## config.mk

```make
export PLATFORM = sky130hd
export DESIGN_NAME = out_byte_uart
export DESIGN_NICKNAME = d
export VERILOG_FILES = /design/src/rtl/out_byte_uart.sv
export SDC_FILE = /design/constraint.sdc
export NUM_CORES = 1
export LEC_CHECK = 0
export ABC_AREA = 0
export BUFFER_PORTS_ARGS = -buffer_cell sky130_fd_sc_hd__buf_2
export CAP_MARGIN = 40
export CORE_MARGIN = 2
export CORE_UTILIZATION = 35
export CTS_BUF_LIST = sky130_fd_sc_hd__clkbuf_8
export DETAILED_ROUTE_END_ITERATION = 10
export PLACE_DENSITY = 0.51
export SETUP_SLACK_MARGIN = 0.05
export SYNTH_ARGS = -nofsm -noshare
export SYNTH_HDL_FRONTEND = slang
export SYNTH_SLANG_ARGS = --single-unit
```

## constraint.sdc

```tcl
create_clock -name clk -period 3.4 [get_ports clk]
set_input_delay 0.68 -clock clk [delete_from_list [all_inputs] [get_ports clk]]
set_output_delay 0.68 -clock clk [all_outputs]
set_load 0.03 [all_outputs]
```

## src/rtl/out_byte_uart.sv

```systemverilog
// Byte FIFO feeding an 8N1 UART transmitter for board-level console output.
// state  | meaning
// IDLE   | line high, pops the FIFO head when one is queued
// START  | start bit (low) for CLKS_PER_BIT clocks
// DATA   | 8 data bits, LSB first, CLKS_PER_BIT clocks each
// STOP   | stop bit (high) for CLKS_PER_BIT clocks, then IDLE
module out_byte_uart #(
  parameter int CLKS_PER_BIT = 868,
  parameter int DEPTH        = 16
) (
  input  logic                   clk,
  input  logic                   reset,
  input  logic [7:0]             out_byte,
  input  logic                   out_byte_en,
  output logic                   uart_tx,
  output logic                   busy,
  output logic                   fifo_full,
  output logic [$clog2(DEPTH):0] fifo_level,
  output logic                   overflow
);

  localparam int AW = $clog2(DEPTH);
  localparam int CW = $clog2(CLKS_PER_BIT);
  localparam logic [CW-1:0] CNT_RELOAD = CW'(CLKS_PER_BIT - 1);
  localparam logic [AW:0]   LEVEL_FULL = (AW + 1)'(DEPTH);

  typedef enum logic [1:0] {S_IDLE, S_START, S_DATA, S_STOP} state_t;

  logic [7:0]    r_mem [DEPTH];
  logic [AW-1:0] r_wr_ptr;
  logic [AW-1:0] r_rd_ptr;
  logic [AW:0]   r_level;
  logic          r_overflow;
  state_t        r_state;
  logic [CW-1:0] r_cnt;
  logic [2:0]    r_idx;
  logic [7:0]    r_shift;
  logic          r_tx;

  logic          w_full;
  logic          w_push;
  logic          w_pop;
  logic          w_tick;
  logic [2:0]    w_idx_nxt;

  assign w_full    = (r_level == LEVEL_FULL);
  assign w_push    = out_byte_en && !w_full;
  assign w_pop     = (r_state == S_IDLE) && (r_level != '0);
  assign w_tick    = (r_cnt == '0);
  assign w_idx_nxt = r_idx + 3'd1;

  always_ff @(posedge clk) begin
    if (w_push) r_mem[r_wr_ptr] <= out_byte;
  end

  // Full is judged on the pre-edge level, so a same-edge pop never rescues a write.
  always_ff @(posedge clk) begin
    if (reset) begin
      r_wr_ptr   <= '0;
      r_rd_ptr   <= '0;
      r_level    <= '0;
      r_overflow <= 1'b0;
    end else begin
      if (w_push) r_wr_ptr <= r_wr_ptr + AW'(1);
      if (w_pop)  r_rd_ptr <= r_rd_ptr + AW'(1);
      if (out_byte_en && w_full) r_overflow <= 1'b1;
      case ({w_push, w_pop})
        2'b10:   r_level <= r_level + (AW + 1)'(1);
        2'b01:   r_level <= r_level - (AW + 1)'(1);
        default: r_level <= r_level;
      endcase
    end
  end

  always_ff @(posedge clk) begin
    if (reset) begin
      r_state <= S_IDLE;
      r_cnt   <= '0;
      r_idx   <= '0;
      r_shift <= '0;
      r_tx    <= 1'b1;
    end else begin
      case (r_state)
        S_IDLE: begin
          r_tx <= 1'b1;
          if (w_pop) begin
            r_shift <= r_mem[r_rd_ptr];
            r_cnt   <= CNT_RELOAD;
            r_tx    <= 1'b0;
            r_state <= S_START;
          end
        end
        S_START: begin
          if (w_tick) begin
            r_cnt   <= CNT_RELOAD;
            r_idx   <= '0;
            r_tx    <= r_shift[0];
            r_state <= S_DATA;
          end else begin
            r_cnt <= r_cnt - CW'(1);
          end
        end
        S_DATA: begin
          if (w_tick) begin
            r_cnt <= CNT_RELOAD;
            if (r_idx == 3'd7) begin
              r_tx    <= 1'b1;
              r_state <= S_STOP;
            end else begin
              r_idx <= w_idx_nxt;
              r_tx  <= r_shift[w_idx_nxt];
            end
          end else begin
            r_cnt <= r_cnt - CW'(1);
          end
        end
        S_STOP: begin
          if (w_tick) r_state <= S_IDLE;
          else        r_cnt   <= r_cnt - CW'(1);
        end
        default: r_state <= S_IDLE;
      endcase
    end
  end

  assign uart_tx    = r_tx;
  assign busy       = (r_state != S_IDLE) || (r_level != '0);
  assign fifo_full  = w_full;
  assign fifo_level = r_level;
  assign overflow   = r_overflow;

endmodule

```

# Word level (Yosys, flattened, before mapping)
# Memory sizes are Yosys's and may differ from the RTL's. A register that Yosys moved wholly into a read port is not among the register bits.
# Index checks and enable logic that the tools add are counted.
# classes
addsub,6
order_cmp,1
n_eq_ne,14
n_mux,24
n_reduce_logical,18
# op_table
cell,n
2-to-1 mux 10 bit,3
case mux 10 bit (3 select lines),1
"inequality test 2 bit, second input constant",7
zero test 10 bit,1
2-to-1 mux 2 bit,5
case mux 5 bit (2 select lines),1
"subtractor 10 x 1 -> 10 bit, second input constant",1
2-to-1 mux 3 bit,3
"adder 4 x 1 -> 4 bit, second input constant",2
case mux 2 bit (4 select lines),1
2-to-1 mux 1 bit,7
"equality test 2 bit, second input constant",3
case mux 3 bit (2 select lines),1
nonzero test 2 bit,3
"adder 5 x 1 -> 5 bit, second input constant",1
"equality test 5 bit, second input constant",1
AND reduction 5 bit,1
nonzero test 5 bit,1
"subtractor 5 x 1 -> 5 bit, second input constant",1
"equality test 2 x 1 -> 1 bit, second input constant",2
"less-than comparator 3 x 4 -> 1 bit, second input constant",1
AND reduction 2 bit,2
AND reduction 4 bit,1
"adder 3 x 1 -> 3 bit, second input constant",1
10 further kinds,12
# totals
regBits,30
mem_bits_rw,128
in_bits,11
output_inout_bits,9
wordCells,72
memories,1
# mem_list
name,depth,width,rd,rd_ports_with_merged_regs,write_ports,line_no,text
r_mem,16,8,1,1,1,29,logic [7:0] r_mem [DEPTH];

# Logic depth before layout (Yosys ltp)
# depth
word_depth,6
depth_mapped,14
depth_no_buf,12

# Worst setup path before layout
# OpenSTA, ideal clock, no wires.
# synth_timing
path_kind,flip-flop to flip-flop
start,"register r_level[2], in the netlist fifo_level[2]"
end,"register r_level[4], in the netlist fifo_level[4]"
setup_ps,128
arrival_time_ps,2807
t_required_ps,3272
slack_ps,465
stages_incl_launch_ff,14
path_buffers,3
synth_period_minus_slack_ps,2935
path_cell_list,dfxtp_1 > buf_2 > nor4_4 > a21oi_1 > buf_2 > ha_1 > buf_2 > xor2_1 > ha_1 > or3b_2 > a21oi_1 > o21ai_0 > xnor2_1 > nor2_1
# synth_via
word_cells_on_any_way,11
cone_classes,add/sub: 2; eq/ne: 3; mux: 1; reduce/logical: 5
# synth_lines
element,line_no,text
from (decl),32,logic [AW:0] r_level;
from (signal assigned),68,2'b10: r_level <= r_level + (AW + 1)'(1);
from (signal assigned),69,2'b01: r_level <= r_level - (AW + 1)'(1);
from (signal assigned),70,default: r_level <= r_level;
nonzero test 5 bit (*),48,assign w_pop = (r_state == S_IDLE) && (r_level != '0);
logical AND 1 bit (*),48,
via w_pop,42,logic w_pop;
equality test 2 x 1 -> 1 bit / equality test 2 bit (equally long branches),67,"case ({w_push, w_pop})"
case mux 5 bit (2 select lines) / nonzero test 2 bit (equally long branches),-,
# The timed path passes the listed nets; every way through them passes the cells marked *.
# A chain may end at the register's enable or synchronous reset.

# Worst setup path after layout
# layout_timing
start,"register r_level[2], in the netlist fifo_level[2]"
end,"register r_level[4], in the netlist fifo_level[4]"
# layout_via
elab_chain_len,5
word_cells_on_any_way,11
cone_classes,add/sub: 2; eq/ne: 3; mux: 1; reduce/logical: 5
# layout_lines
element,line_no,text
equality test 5 bit,46,assign w_full = (r_level == LEVEL_FULL);
zero test 1 bit,47,assign w_push = out_byte_en && !w_full;
logical AND 1 bit,47,
equality test 2 x 1 -> 1 bit / equality test 2 bit (equally long branches),67,
case mux 5 bit (2 select lines) / nonzero test 2 bit (equally long branches),-,
# Several ways; a longest one is shown, not always the timed one.

==> flow_metrics.env <==
export IMPL_status="completed"
export IMPL_rows=52
export IMPL_ioPinCount=20
export IMPL_syn_cell_area_um2=7090
export IMPL_post_cts_resize_count=0
export IMPL_instances_no_fill=798
export IMPL_path_common_cell="ha_1"
export IMPL_critPathLaunchType="register"
export IMPL_rsz0062_at_grt="false"
export IMPL_crit_buf_inv=1
export IMPL_setup_viol=0
export IMPL_cts_buffer_depth=2
export IMPL_fin_nets=543
export IMPL_final_setup_tns_ps=0
export IMPL_clock_skew_final_ps=15.0
export IMPL_grt_usage_pct=14.2
export IMPL_crit_required_ps=3710
export IMPL_syn_inst=496
export IMPL_max_slew_margin_rel_pct=45.6
export IMPL_r2r_start="fifo_level[2]$_SDFFE_PP0P_"
export IMPL_routed_via_density=5.02
export IMPL_chipHeight_um=146
export IMPL_clockRootBuffer="clkbuf_8"
export IMPL_crit_slowest_cell="dfxtp_1"
export IMPL_critPathTopFamily="simple AND/OR/NAND/NOR gates"
export IMPL_synth_edf_count=128
export IMPL_critPathMaxStageDelay_ps=570
export IMPL_start_util_pct=35.4
export IMPL_vias=4008
export IMPL_p_per_area_nw_per_um2=743
export IMPL_cts_tree="done"
export IMPL_grt_max_degree=51
export IMPL_synth_commonest_cells="128 x edfxtp_1, 54 x nor2_1, 38 x dfxtp_1"
export IMPL_drive_above_1_share_pct=17.4
export IMPL_overflow=0
export IMPL_fin_crit_sh_pct=87.1
export IMPL_finalHoldViolCount=0
export IMPL_ys_seq_area_share_pct=65.0
export IMPL_synthArstFlopShare_pct=0
export IMPL_postRouteAntennaNets=0
export IMPL_p_leak_uw=0.00254
export IMPL_synth_area_top_cells="edfxtp_1 54%, dfxtp_1 11%, mux4_2 5.7%"
export IMPL_critical_path_peak_fanout=11
export IMPL_totalWireLength_mm=14.4
export IMPL_cp_startpoint="fifo_level[2]$_SDFFE_PP0P_"
export IMPL_tightest_slew_ps=813
export IMPL_htree_levels=4
export IMPL_path_cells="nor4_4 > a21boi_2 > inv_1 > ha_1 > xor2_1 > ha_1 > or3b_2 > a21oi_1 > o21ai_0 > xnor2_1 > nor2_1"
export IMPL_post_dp_hpwl_mm=9.52
export IMPL_area_growth_pct=10.9
export IMPL_core_area_um2=20000
export IMPL_place_gp_congestion=0.754
export IMPL_maxCapViolCount=0
export IMPL_ys_warnings_count=0
export IMPL_hp_start="out_byte_en"
export IMPL_die_w_um=146
export IMPL_maxSlewViolCount=0
export IMPL_ir_drop_uv=253
export IMPL_dr_first_iter_drc_count=210
export IMPL_place_ws_ps=350
export IMPL_drc=0
export IMPL_ys_flop_type="edfxtp_1"
export IMPL_hold_buffers=0
export IMPL_fmax_mhz=338
export IMPL_numCtsBuffers=17
export IMPL_grt_pass1_wl_mm=22.9
export IMPL_clock_sinks=166
export IMPL_place_inst=766
export IMPL_synth_fp_nets=524
export IMPL_path_clk_slew_ps=90
export IMPL_worstSetupEndpointType="register"
export IMPL_yosysTopAreaCell="edfxtp_1"
export IMPL_avgSynthCellArea_um2=14.3
export IMPL_setup_slack_ps=440
export IMPL_ys_ff_latch=166
export IMPL_path_class="reg -> reg"
export IMPL_firstDrtPassIters=5
export IMPL_dieArea_um2=21400
export IMPL_synth_top_area_share_pct=54.2
export IMPL_antenna_found_initial=0
export IMPL_r2r_setup_slack_ps=440
export IMPL_routedWlPerCell_um=18.0
export IMPL_grt_pass1_vias=4079
export IMPL_cts_setup_buffers=0
export IMPL_cp_arrival_ps=3270
export IMPL_ys_types=58
export IMPL_antenna_cells=0
export IMPL_clkLatencyLatePin_ps=450
export IMPL_port_buffers=19
export IMPL_yosysMostFrequentCell="edfxtp_1"
export IMPL_hold_path_class="in -> reg"
export IMPL_period_minus_slack_ps=2960
## metal layers
layer | wire length (um) | up-vias | GRT usage [%]
met4 | 118 | 0 | 3.35
li1 | - | 1936 | -
met5 | 0 | - | 0
met3 | 756 | 9 | 3.72
met1 | 6550 | 1976 | 19.0
met2 | 6960 | 87 | 23.4
## through the flow
step	hold WS, ps	util [%]	power [uW]	cell area, um^2
floorplan	458	-	4060	7090
global placement	454	37.2	4430	7460
detailed placement	453	37.2	4480	7460
CTS	439	39.2	5900	7860
global route	474	39.2	6220	7860
finish	472	39.2	5840	7860
## cell families (layout without fill, tap and decap cells)
| group | after synthesis | after routing | synth area share [%] |
|---|---|---|---|
| xor gates and xnor gates | 14 | 14 | 1.73 |
| muxes | 53 | 53 | 10.7 |
| buffers and inverters | 38 | 70 | 2.37 |
| AOI/OAI and AO/OA | 76 | 76 | 7.12 |
| and+or+nand+nor | 132 | 132 | 10.2 |
| DFF | 166 | 166 | 65.0 |
| adders and majority gates | 17 | 17 | 3.00 |
## state kept, by name, summed over array words and instances, names as in the netlist
signal      flops
r_idx           3
r_cnt          10
r_rd_ptr        4
fifo_level      5
r_state         2
r_shift         8
overflow        1
r_wr_ptr        4
r_mem         128
uart_tx         1
## power by group
group | switching, uW | internal (uW)
Sequential | 200 | 2360
Combinational | 1090 | 765
Clock | 808 | 613
## worst min-delay path, stage by stage
cell and delay (ps):
buf_2 90, a21oi_1 50, nor2_1 70
## final cells by class
cell class,count,area [um^2]
fillers,1934,12200
flip-flops and latches,166,4610
multi-input cells,292,2310
well taps,270,338
clock buffers,17,234
clock inverters,15,165
repair buffers,26,160
inverters,12,45.0
## final timing paths
check	endpoint	cells past startpoint
hold reg to reg	overflow$_SDFFE_PP0P_	2
setup reg to reg	fifo_level[4]$_SDFFE_PP0P_	11
hold / removal	overflow$_SDFFE_PP0P_	3
setup / recovery	fifo_level[4]$_SDFFE_PP0P_	11
## layout by cell type (no fill, tap or decap), types with 4 or more instances in the layout
cell type,netlist,final
mux2i_1,35,35
clkbuf_8,0,17
buf_4,1,6
inv_6,0,4
a31oi_1,5,5
dfxtp_1,38,37
nor2b_1,5,5
nand2_1,22,22
o21ai_0,8,8
ha_1,17,17
xor2_1,9,9
nand3_1,7,7
nor2_1,54,54
edfxtp_1,128,128
a311oi_1,6,6
o22ai_1,18,18
buf_2,11,19
nor3_1,10,10
a211oi_1,9,9
xnor2_1,5,5
a21oi_1,14,14
mux4_2,18,18
inv_1,12,12
No activity file was read; power rests on OpenSTA's default activity.
